### src/rtl/nibble_serial_adder.sv
// Multi-precision serial adder: adds two NIBBLES x 4-bit operands one nibble per clock
// through a single 4-bit slice adder, with valid/ready handshakes on input and result.
module nibble_serial_adder #(
    parameter int NIBBLES = 4
) (
    input  logic                   clk,
    input  logic                   rst,
    input  logic                   in_valid,
    output logic                   in_ready,
    input  logic [4*NIBBLES-1:0]   a,
    input  logic [4*NIBBLES-1:0]   b,
    input  logic                   cin,
    output logic                   out_valid,
    input  logic                   out_ready,
    output logic [4*NIBBLES-1:0]   sum,
    output logic                   cout,
    output logic                   overflow,
    output logic                   busy
);

    localparam int W  = 4 * NIBBLES;
    localparam int CW = (NIBBLES > 1) ? $clog2(NIBBLES) : 1;

    typedef enum logic [1:0] {
        S_IDLE = 2'd0,
        S_RUN  = 2'd1,
        S_DONE = 2'd2
    } state_t;

    // Returns {c3, c4, s[3:0]}: c3 is the carry into bit 3, c4 the slice carry-out.
    function automatic logic [5:0] slice_add(input logic [3:0] x, input logic [3:0] y,
                                             input logic c);
        logic [3:0] low;
        logic [4:0] full;
        low  = {1'b0, x[2:0]} + {1'b0, y[2:0]} + {3'b000, c};
        full = {1'b0, x} + {1'b0, y} + {4'b0000, c};
        return {low[3], full};
    endfunction

    state_t          state_q, state_d;
    logic [W-1:0]    a_sh_q, a_sh_d;
    logic [W-1:0]    b_sh_q, b_sh_d;
    logic [W-1:0]    acc_q, acc_d;
    logic [W-1:0]    sum_q, sum_d;
    logic            carry_q, carry_d;
    logic [CW-1:0]   cnt_q, cnt_d;
    logic            cout_q, cout_d;
    logic            ovf_q, ovf_d;

    logic [5:0]      slice_s;
    logic [W-1:0]    acc_shift_s;
    logic            last_s;

    // Slice datapath: one 4-bit add per cycle, result nibble enters the accumulator at the top.
    always_comb begin
        slice_s     = slice_add(a_sh_q[3:0], b_sh_q[3:0], carry_q);
        acc_shift_s = (acc_q >> 4) | (W'(slice_s[3:0]) << (W - 4));
        last_s      = (cnt_q == CW'(NIBBLES - 1));
    end

    // Next-state and register-update logic for the IDLE/RUN/DONE sequencer.
    always_comb begin
        state_d = state_q;
        a_sh_d  = a_sh_q;
        b_sh_d  = b_sh_q;
        acc_d   = acc_q;
        sum_d   = sum_q;
        carry_d = carry_q;
        cnt_d   = cnt_q;
        cout_d  = cout_q;
        ovf_d   = ovf_q;
        case (state_q)
            S_IDLE: begin
                if (in_valid) begin
                    a_sh_d  = a;
                    b_sh_d  = b;
                    carry_d = cin;
                    cnt_d   = {CW{1'b0}};
                    acc_d   = {W{1'b0}};
                    state_d = S_RUN;
                end else begin
                    state_d = S_IDLE;
                end
            end
            S_RUN: begin
                acc_d   = acc_shift_s;
                a_sh_d  = a_sh_q >> 4;
                b_sh_d  = b_sh_q >> 4;
                carry_d = slice_s[4];
                cnt_d   = cnt_q + CW'(1);
                if (last_s) begin
                    sum_d   = acc_shift_s;
                    cout_d  = slice_s[4];
                    ovf_d   = slice_s[5] ^ slice_s[4];
                    state_d = S_DONE;
                end else begin
                    state_d = S_RUN;
                end
            end
            S_DONE: begin
                if (out_ready) begin
                    state_d = S_IDLE;
                end else begin
                    state_d = S_DONE;
                end
            end
            default: begin
                state_d = S_IDLE;
            end
        endcase
    end

    // State and datapath registers with synchronous reset.
    always_ff @(posedge clk) begin
        if (rst) begin
            state_q <= S_IDLE;
            a_sh_q  <= {W{1'b0}};
            b_sh_q  <= {W{1'b0}};
            acc_q   <= {W{1'b0}};
            sum_q   <= {W{1'b0}};
            carry_q <= 1'b0;
            cnt_q   <= {CW{1'b0}};
            cout_q  <= 1'b0;
            ovf_q   <= 1'b0;
        end else begin
            state_q <= state_d;
            a_sh_q  <= a_sh_d;
            b_sh_q  <= b_sh_d;
            acc_q   <= acc_d;
            sum_q   <= sum_d;
            carry_q <= carry_d;
            cnt_q   <= cnt_d;
            cout_q  <= cout_d;
            ovf_q   <= ovf_d;
        end
    end

    // Handshake flags decode from state only; in_ready is also held low during reset.
    assign in_ready  = (state_q == S_IDLE) && !rst;
    assign out_valid = (state_q == S_DONE);
    assign busy      = (state_q != S_IDLE);
    assign sum       = sum_q;
    assign cout      = cout_q;
    assign overflow  = ovf_q;

endmodule

### config.mk
export PLATFORM = sky130hd
export DESIGN_NAME = nibble_serial_adder
export DESIGN_NICKNAME = d
export VERILOG_FILES = /design/src/rtl/nibble_serial_adder.sv
export SDC_FILE = /design/constraint.sdc
export NUM_CORES = 1
export LEC_CHECK = 0
export BUFFER_PORTS_ARGS = -buffer_cell sky130_fd_sc_hd__buf_2
export CAP_MARGIN = 10
export CORE_MARGIN = 2
export CORE_UTILIZATION = 30
export CTS_CLUSTER_SIZE = 30
export DETAILED_ROUTE_END_ITERATION = 10
export GPL_ROUTABILITY_DRIVEN = 0
export PLACE_DENSITY = 0.61
export SKIP_CTS_REPAIR_TIMING = 1
export SYNTH_ARGS = -nofsm -noshare
export SYNTH_HDL_FRONTEND = slang
export SYNTH_SLANG_ARGS = --single-unit
### constraint.sdc
create_clock -name clk -period 2.46 [get_ports clk]
set_input_delay 0.492 -clock clk [delete_from_list [all_inputs] [get_ports clk]]
set_output_delay 0.492 -clock clk [all_outputs]
set_load 0.05 [all_outputs]
==> results.txt, run 1 <==
----------------------------------------------------
[Status]
  Run status ... complete, no violations

[Clock network]
  Max Root-Sink Buffers ... 2
  Clk_lat worst skew ... 340 ps
  # clock sinks ... 67
  Reg clk slew, reported paths ... 80 ps
  Number of levels in the clock H-tree ... 3
  Number of buffers created by CTS ... 9
  TritonCTS clock tree ... built
  Root cell of the clock tree ... sky130_fd_sc_hd__clkbuf_8

[Synthesis]
  Most used flip-flop cell after synthesis ... sky130_fd_sc_hd__dfxtp_1
  Net count after synthesis ... 372
  Number of unique standard cell types used by synthesis ... 28
  Gate count of the mapped netlist ... 329
  Synthesis Warnings ... 0
  Register bit total from synthesis ... 67
  Netlist Area Pre-Place ... 0.00290 sq mm
  Number of synthesized flops with an enable pin ... 0
  Synth Area per Inst ... 8.82 sq um
  Synth async-reset ratio ... 0%
  Sequential-to-total area share from yosys stat ... 46.2%

[Global route]
  Antenna violations before repair ... 0
  First-pass GRT wire length ... 10900 um
  Overall routing resource usage ... 13.2%
  Largest net degree at the start of global routing ... 70
  Overflow left after global routing ... 0
  Number of global-route vias before repair ... 2327

[Setup path]
  Category of the most critical setup path ... flip-flop to flip-flop
  Slowest cell delay on critical path ... 460 ps
  Crit-path most repeated cell ... sky130_fd_sc_hd__fa_1
  Crit-path max FO ... 3
  Slowest stage cell, crit path ... sky130_fd_sc_hd__fa_1
  Crit path required time ... 2710 ps
  Kind of end point of the critical path ... flip-flop
  Buf+Inv Stages, Crit Path ... 0
  Data arrival at the endpoint of the critical path ... 2320 ps
  Sort of element at the start of the critical path ... flip-flop
  Crit-path cells ... fa_1 -> fa_1 -> a21o_1 -> a21oi_1 -> xnor2_1 -> a211oi_1
  Largest delay contributor family on the critical path ... adder cells

[Route]
  Average wire length per cell after detail routing ... 12.7 um
  Vias after detailed routing ... 2345
  Iter 0 DRT Violations ... 159
  1st-pass router iterations ... 4
  Antenna Violating Nets Remaining ... 0
  Via/cell ratio ... 4.61
  Detailed Route WL ... 6450 um
  DRC violations left ... 0

[Finish]
  FILL cells ... 966
  Fraction of final layout cells with drive strength greater than 1 ... 28.2%
  Area growth syn-to-layout ... 19.6%
  Diode count ... 0
  Area taken by flip-flops and latches ... 0.00134 sq mm
  # nets final ... 418
  Area of combinational cells with multiple inputs ... 0.00140 sq mm

[Timing]
  Slew @ Worst Pin ... 1010 ps
  Number of pins with negative max-slew slack in the final report ... 0
  Number of hold violations in the final report ... 0
  Worst clock skew ... 12.1 ps
  Hold WS ... 399 ps
  Tmin final ... 2070 ps
  Max Clock Freq ... 0.484 GHz
  Unrepaired setup endpoints after global routing ... false
  Slew margin rel. ... 32.7%
  Period utilisation layout ... 84.0%
  Setup TNS ... 0 ps
  Number of setup violations in the final report ... 0

[Floorplanning]
  Core Area ... 0.00933 sq mm
  Rows ... 35
  Die Footprint ... 0.0105 sq mm
  Die width ... 102 um
  Number of primary I/O pins ... 58
  Die height ... 102 um
  Initial standard-cell utilization of the core ... 31.1%

[Place]
  IO Port Bufs ... 57
  DP Wirelength ... 4250 um

[Power]
  Power density over cell area ... 752 mW/mm^2
  Maximum vdd drop ... 0.397 mV
  Leak ... 0.00137 uW

[Min path]
  Path category of the worst min-delay check ... input pin to flip-flop

[Flow run]
  Maxcap violations ... 0

----------------------------------------------------
-- where the power goes --
group	internal, uW	switching, uW	total (uW)
clock	630	437	1070
combinational	138	217	355
sequential	1150	40.1	1190
total	1920	693	2610
-- cells by family (layout without fill, tap and decap cells) --
logic type,after synthesis,count (layout),share of synthesized area [%]
buf+inv,27,78,5.61
compound gates,71,71,21.9
simple gates,155,155,22.2
fa+ha+maj,6,6,3.11
xor+xnor,3,3,0.906
flops,67,67,46.2
-- state kept, by name, summed over array words and instances, names as in the netlist --
signal    count
a_sh_q       16
acc_q        12
b_sh_q       16
carry_q       1
cnt_q         2
cout          1
overflow      1
state_q       2
sum          16
-- through the flow --
stage                     std cells  area, sq um  power, uW  setup slack (ps)  util, %
final                           509         3470       2610               393     37.2
after global routing            509         3470       2720               224     37.2
after CTS                       509         3470       2630               359     37.2
after detailed placement        493         3230       1570               386     34.7
after global placement          493         3230       1570               480     34.7
after floorplan                 329         2900       1500               460        -
-- synthesized netlist by cell type, drive strengths merged (2+ instances only) --
library cell / n / area (sq um)
ha: 4 / 50.1
nand3: 11 / 55.1
nor2b: 2 / 15.0
a311oi: 24 / 360
a211oi: 3 / 22.5
a21o: 2 / 15.0
nor2: 44 / 165
clkbuf: 9 / 33.8
o31ai: 2 / 15.0
nand2b: 3 / 18.8
dfxtp: 67 / 1340
buf: 18 / 129
a21oi: 31 / 155
fa: 2 / 40.0
xnor2: 2 / 17.5
a22oi: 9 / 67.6
nand2: 89 / 344
nand3b: 2 / 15.0
-- placed cells by master, fill, tap and decap left out, types with 3 or more instances in the layout --
cell / count
sky130_fd_sc_hd__ha_1: 4
sky130_fd_sc_hd__nor2_1: 44
sky130_fd_sc_hd__buf_4: 4
sky130_fd_sc_hd__nand3_1: 11
sky130_fd_sc_hd__a311oi_2: 24
sky130_fd_sc_hd__a21oi_1: 31
sky130_fd_sc_hd__nand2b_1: 3
sky130_fd_sc_hd__dfxtp_1: 67
sky130_fd_sc_hd__clkbuf_8: 11
sky130_fd_sc_hd__buf_2: 57
sky130_fd_sc_hd__a211oi_1: 3
sky130_fd_sc_hd__nand2_1: 87
sky130_fd_sc_hd__a22oi_1: 9
-- worst min-delay path, stage by stage --
cell and delay (ps):
sky130_fd_sc_hd__buf_2 70, sky130_fd_sc_hd__a22oi_1 60, sky130_fd_sc_hd__nor2_1 70
-- path summary, 6_finish.rpt --
check	end	cells after the start	slack [ps]	startpoint
max	overflow	6	390	a_sh_q[0]
min	a_sh_q[14]	3	400	a[14]
min reg2reg	sum[11]	2	450	sum[11]
max reg2reg	overflow	6	390	a_sh_q[0]
-- final cells by class --
class | instances | area share, %
multi-input combinational | 235 | 40.2
clock inverter | 5 | 2.42
sequential | 67 | 38.7
timing repair buffer | 62 | 9.66
clock buffer | 11 | 4.36
tap | 129 | 4.65
-- metal layers --
metal	vias up	wire length, um	track usage (%)
li1	1214	-	-
met1	1075	3030	17.0
met2	51	3010	21.4
met3	5	335	3.83
met4	0	73	4.31
met5	-	0	0
No activity file was read; power rests on OpenSTA's default activity.
==> inputs of run 2 (changes only) <==
- PLACE_DENSITY: 0.61 -> 0.62
- clock period: 2.46 -> 1.7 ns (I/O delays scaled with it)
==> run 2 against run 1 <==
The flow now finishes with violations (setup timing). Via count up 3.2%. Total power up 41%. Die area unchanged. Setup slack worse by 540 ps. Clock power up 25%. Count of clock-buffer cells in the layout down 1. Combinational power up 74%. First-iteration DRC count down 20%. Global-route usage up 0.18 points. Critical endpoint unchanged. Largest cell class unchanged. Largest power group unchanged.
==> results.txt, run 2 (synthesis results as in run 1) <==
----------------------------------------------------
[Timing]
  Unrepaired setup endpoints after global routing ... true
  Setup TNS ... -352 ps (-352 ps)
  Slew @ Worst Pin ... 581 ps (-425 ps)
  Number of setup violations in the final report ... 4 (+4)
  Max Clock Freq ... 0.542 GHz (+12%)
  Tmin final ... 1850 ps (-221 ps)
  Period utilisation layout ... 109% (+25 points)
  Final worst slack ... -146 ps (-539 ps)
  Number of hold violations in the final report ... 0 (unchanged)
  Worst clock skew ... 6.49 ps (-5.62 ps)
  Number of pins with negative max-slew slack in the final report ... 0 (unchanged)
  Slew margin rel. ... 61.2% (+29 points)

[Floorplanning]
  Die height ... 102 um (unchanged)
  Die width ... 102 um (unchanged)
  Core Area ... 0.00933 sq mm (unchanged)
  Initial standard-cell utilization of the core ... 31.1% (unchanged)
  Rows ... 35 (unchanged)
  Number of primary I/O pins ... 58 (unchanged)
  Die Footprint ... 0.0105 sq mm (unchanged)

[Setup path]
  Sort of element at the start of the critical path ... flip-flop
  Data arrival at the endpoint of the critical path ... 2110 ps (-210 ps)
  Crit path required time ... 1960 ps (-750 ps)
  Slowest stage cell, crit path ... sky130_fd_sc_hd__fa_2
  Buf+Inv Stages, Crit Path ... 0 (unchanged)
  Category of the most critical setup path ... flip-flop to flip-flop
  Kind of end point of the critical path ... flip-flop
  Number of cells on the critical path ... 6 (unchanged)
  Cell count of the worst reg-to-reg path ... 6 (unchanged)
  Largest delay contributor family on the critical path ... adder cells
  Slack of the worst reg-to-reg path ... -150 ps (-540 ps)
  Crit-path cells ... fa_2 -> fa_2 -> a21o_1 -> a21oi_2 -> xnor2_1 -> a211oi_1
  Slowest cell delay on critical path ... 400 ps (-60 ps)
  Crit-path max FO ... 3 (unchanged)
  Crit-path most repeated cell ... sky130_fd_sc_hd__fa_2

[Global route]
  First-pass GRT wire length ... 10800 um (-0.75%)
  Largest net degree at the start of global routing ... 52 (-26%)
  Number of global-route vias before repair ... 2342 (+0.64%)
  Overflow left after global routing ... 0 (unchanged)
  Overall routing resource usage ... 13.4% (+0.18 points)
  Antenna violations before repair ... 0 (unchanged)

[Clock network]
  Reg clk slew, reported paths ... 70 ps (about the same)
  TritonCTS clock tree ... built
  Root cell of the clock tree ... sky130_fd_sc_hd__clkbuf_8
  Clk_lat worst skew ... 340 ps (about the same)
  # clock sinks ... 67 (unchanged)
  Number of buffers created by CTS ... 9 (unchanged)
  Number of levels in the clock H-tree ... 3 (unchanged)
  Max Root-Sink Buffers ... 2 (unchanged)

[Power]
  Power density over cell area ... 1010 mW/mm^2 (+35%)
  Overall power after layout ... 3670 uW (+41%)
  Leak ... 0.00144 uW (+4.8%)
  Maximum vdd drop ... 0.423 mV (+6.7%)

[Finish]
  Diode count ... 0 (unchanged)
  Area growth syn-to-layout ... 24.9%
  Filler-free cell count of the finished design ... 519 (+2.0%)
  Share of the core filled with cells ... 38.8% (+1.6 points)
  Fraction of final layout cells with drive strength greater than 1 ... 33.1% (+4.9 points)
  # nets final ... 428 (+2.4%)
  Leading cell types in the layout, fill and taps excluded ... sky130_fd_sc_hd__nand2_1 (87), sky130_fd_sc_hd__dfxtp_1 (66), sky130_fd_sc_hd__buf_2 (56)
  Most common cell after layout, fill and taps aside ... sky130_fd_sc_hd__nand2_1

[Min path]
  Path category of the worst min-delay check ... input pin to flip-flop
  Cell count of the worst hold path ... 3 (unchanged)

[Route]
  Iter 0 DRT Violations ... 127 (-20%)
  DRC violations left ... 0 (unchanged)
  1st-pass router iterations ... 5 (+1)
  Detailed Route WL ... 6580 um (+2.0%)
  Antenna Violating Nets Remaining ... 0 (unchanged)
  Via/cell ratio ... 4.66 (+1.3%)
  Vias after detailed routing ... 2421 (+3.2%)
  Average wire length per cell after detail routing ... 12.7 um (about the same)

[Flow run]
  Maxcap violations ... 0 (unchanged)

[Place]
  Cell total after placement ... 502 (+1.8%)
  DP Wirelength ... 4530 um (+6.7%)
  IO Port Bufs ... 57 (unchanged)

[Status]
  Violated checks ... setup timing
  Run status ... complete, but fails checks

----------------------------------------------------
[run 2: cell types whose count changed in the layout (fill, tap and decap cells not counted), sizes merged]
cell,previous run,this run
clkinv,0,4
inv,1,0
buf,62,72
clkbuf,11,10
clkinvlp,2,1
bufinv,2,1
[run 2: stage by stage]
stage | area (sq um) | hold slack [ps] | setup slack [ps]
2_1_floorplan | 2910 | 432 | -53.6
3_3_place_gp | 3350 | 444 | -90.2
3_5_place_dp | 3350 | 445 | -128
4_1_cts | 3550 | 235 | -136
5_1_grt | 3620 | 248 | -221
6_report | 3620 | 245 | -146
[run 2: worst paths after layout]
path                              start    endpoint
worst max-delay path            carry_q    overflow
worst min register to register   sum[0]      sum[0]
worst max register to register  carry_q    overflow
worst min-delay path              b[14]  b_sh_q[14]
[run 2: layout make-up]
type,instances,area [sq um]
clock buffer,10,138
clock inverter,6,65.1
fill,939,5700
multi-input combinational,235,1460
sequential,67,1340
tap,129,161
timing repair buffer,72,454
[run 2: where the power goes]
part | total [uW] | internal [uW] | switching (uW)
sequential | 1720 | 1660 | 59.0
clock | 1340 | 716 | 621
combinational | 617 | 268 | 349
[run 2: worst min-delay path: stages]
cell and delay, ps:
sky130_fd_sc_hd__buf_2 80, sky130_fd_sc_hd__a22oi_1 70, sky130_fd_sc_hd__nor2_1 70
[run 2: routing by layer]
layer  up-vias  global-route usage (%)  share of wire, %
met3         5                    3.90               4.0
met2        40                    21.6                49
met4         0                    5.23               1.1
met1      1143                    17.0                46
li1       1233                       -                 -
met5         -                       0                 0
==> inputs of run 3 (changes only) <==
- BUFFER_PORTS_ARGS: -buffer_cell sky130_fd_sc_hd__buf_2 -> -buffer_cell sky130_fd_sc_hd__buf_4
- MAX_ROUTING_LAYER: not set -> met4
==> run 3 against run 2 <==
The run still ends with setup timing left. Critical endpoint is now carry_q. Clock skew is 1.2 ps higher. Worst hold slack worse by 0.62 ps. Setup slack worse by 24 ps. Critical path depth is 1 higher. Combinational power is 0.8% lower. First-iteration DRC count is 13% lower. Wire length is 1.9% higher. Flip-flop and latch count stayed put. Largest cell class unchanged. Sequential share of layout area is 0.84 points lower. Register-to-register slack worse by 20 ps.
==> results.txt, run 3 (synthesis results as in run 1) <==
----------------------------------------------------
[Power]
  Power density over cell area ... 977 mW/mm^2 (-3.7%)
  Fraction of power spent switching nets ... 28.0% (about the same)
  Cell internal pwr ... 2610 uW (-1.4%)
  Share of total power in the clock network ... 35.6% (-0.8 points)
  Leak ... 0.00146 uW (+1.4%)
  Switching pwr ... 1010 uW (-1.4%)
  Maximum vdd drop ... 0.319 mV (-25%)
  Sequential group share of total power ... 47.5% (+0.7 points)
  Part of the total power dissipated in combinational logic ... 16.9% (about the same)

[Setup path]
  Data arrival at the endpoint of the critical path ... 2100 ps (about the same)
  Crit-path cells ... fa_2 -> fa_2 -> a21o_1 -> a21oi_2 -> buf_4 -> nand2b_4 -> a21oi_2
  Sort of element at the start of the critical path ... flip-flop
  Crit path required time ... 1930 ps (-30 ps)
  Slack of the worst reg-to-reg path ... -170 ps (-20 ps)
  Category of the most critical setup path ... flip-flop to flip-flop
  R2R Path Start ... carry_q
  Kind of end point of the critical path ... flip-flop
  Slowest stage cell, crit path ... sky130_fd_sc_hd__fa_2
  Crit-path max FO ... 2 (-1)
  Cell count of the worst reg-to-reg path ... 7 (+1)
  Slowest cell delay on critical path ... 410 ps (about the same)
  Capturing point of the worst reg2reg path ... carry_q

[Finish]
  Area growth syn-to-layout ... 27.8%
  Leading cell types in the layout, fill and taps excluded ... sky130_fd_sc_hd__nand2_1 (87), sky130_fd_sc_hd__buf_4 (72), sky130_fd_sc_hd__dfxtp_1 (66)
  Diode count ... 0 (unchanged)
  Filler-free cell count of the finished design ... 521 (+0.39%)
  Share of the core filled with cells ... 39.7% (+0.90 points)
  Fraction of final layout cells with drive strength greater than 1 ... 32.7% (-0.42 points)
  # nets final ... 430 (+0.47%)
  Most common cell after layout, fill and taps aside ... sky130_fd_sc_hd__nand2_1

[Min path]
  Cell count of the worst hold path ... 3 (unchanged)
  Worst Min Path Start ... a[14]
  Hold worst-path end ... a_sh_q[14]
  Path category of the worst min-delay check ... input pin to flip-flop

[Floorplanning]
  Rows ... 35 (unchanged)
  Initial standard-cell utilization of the core ... 31.1% (unchanged)
  Die height ... 102 um (unchanged)
  Number of primary I/O pins ... 58 (unchanged)
  Die width ... 102 um (unchanged)
  Die Footprint ... 0.0105 sq mm (unchanged)
  Core Area ... 0.00933 sq mm (unchanged)

[Clock network]
  Max Root-Sink Buffers ... 2 (unchanged)
  Root cell of the clock tree ... sky130_fd_sc_hd__clkbuf_8
  Number of buffers created by CTS ... 9 (unchanged)
  # clock sinks ... 67 (unchanged)
  Clk_lat worst skew ... 350 ps (about the same)
  TritonCTS clock tree ... built
  Reg clk slew, reported paths ... 80 ps (about the same)
  Number of levels in the clock H-tree ... 3 (unchanged)

[Route]
  Detailed Route WL ... 6710 um (+1.9%)
  Average wire length per cell after detail routing ... 12.9 um (+1.5%)
  Antenna Violating Nets Remaining ... 0 (unchanged)
  Via/cell ratio ... 4.64 (-0.47%)
  Iter 0 DRT Violations ... 110 (-13%)
  Vias after detailed routing ... 2419 (-0.083%)
  DRC violations left ... 0 (unchanged)
  1st-pass router iterations ... 4 (-1)

[Timing]
  Max Clock Freq ... 0.535 GHz (-1.3%)
  Final worst slack ... -171 ps (-24.3 ps)
  Worst clock skew ... 7.70 ps (+1.21 ps)
  Hold WS ... 245 ps (-0.615 ps)
  Setup TNS ... -474 ps (-122 ps)
  Number of setup violations in the final report ... 4 (unchanged)
  Slew @ Worst Pin ... 905 ps (+324 ps)
  Slew margin rel. ... 39.5% (-22 points)
  Number of hold violations in the final report ... 0 (unchanged)
  Tmin final ... 1870 ps (+24.3 ps)
  Period utilisation layout ... 110% (+1.4 points)
  Number of pins with negative max-slew slack in the final report ... 0 (unchanged)
  Unrepaired setup endpoints after global routing ... true

[Global route]
  Overflow left after global routing ... 0 (unchanged)
  Antenna violations before repair ... 0 (unchanged)
  Overall routing resource usage ... 14.1% (+0.67 points)
  Number of global-route vias before repair ... 2361 (+0.81%)
  Largest net degree at the start of global routing ... 25 (-52%)
  First-pass GRT wire length ... 11100 um (+2.2%)

[Place]
  DP Wirelength ... 4730 um (+4.3%)
  Cell total after placement ... 504 (+0.40%)
  IO Port Bufs ... 57 (unchanged)

[Flow run]
  Maxcap violations ... 0 (unchanged)

[Status]
  Violated checks ... setup timing
  Run status ... complete, but fails checks

----------------------------------------------------
run 3: power by group through the flow:
stage / clock [uW] / combinational, uW / sequential [uW]
after CTS: 1320 / 598 / 1720
after global placement: 0 / 591 / 1750
after floorplan: 0 / 434 / 1740
after detailed placement: 0 / 596 / 1760
after global routing: 1410 / 679 / 1730
final: 1290 / 612 / 1720
run 3: metrics by stage:
step	power (uW)	instance area [sq um]	setup slack, ps
3_3_place_gp	2350	3480	-88.8
5_1_grt	3830	3710	-227
4_1_cts	3640	3680	-148
3_5_place_dp	2350	3480	-134
2_1_floorplan	2180	2910	-53.6
6_report	3620	3710	-171
run 3: critical path: cells and delay by family, from the launching register on:
kind / cells / cell delay, ps
buffers and inverters: 1 / 140
and+or+nand+nor: 1 / 110
DFF: 1 / 330
AOI/OAI and AO/OA: 3 / 410
adders and majority gates: 2 / 760
run 3: worst max-delay path by stage:
stage / from / to / slack [ps] / cells past startpoint
2_1_floorplan: a_sh_q[0] / overflow / -50 / 6
3_3_place_gp: a_sh_q[0] / overflow / -90 / 6
3_5_place_dp: a_sh_q[0] / overflow / -130 / 6
4_1_cts: a_sh_q[0] / overflow / -150 / 6
5_1_grt: carry_q / carry_q / -230 / 7
6_report: carry_q / carry_q / -170 / 7
run 3: metal layers:
| metal | part of all wire, % | wire (um) | GRT usage [%] | up-vias |
|---|---|---|---|---|
| met5 | 0 | 0 | - | - |
| met4 | 1.7 | 112 | 5.85 | 0 |
| met3 | 4.1 | 272 | 3.56 | 8 |
| met2 | 49 | 3280 | 22.1 | 42 |
| met1 | 45 | 3040 | 17.3 | 1131 |
| li1 | - | - | - | 1238 |
run 3: layout make-up:
class                      count  area [sq um]
multi-input combinational    235          1430
sequential                    67          1340
timing repair buffer          74           581
tap                          129           161
clock inverter                 7          68.8
fill                         929          5620
clock buffer                   9           124
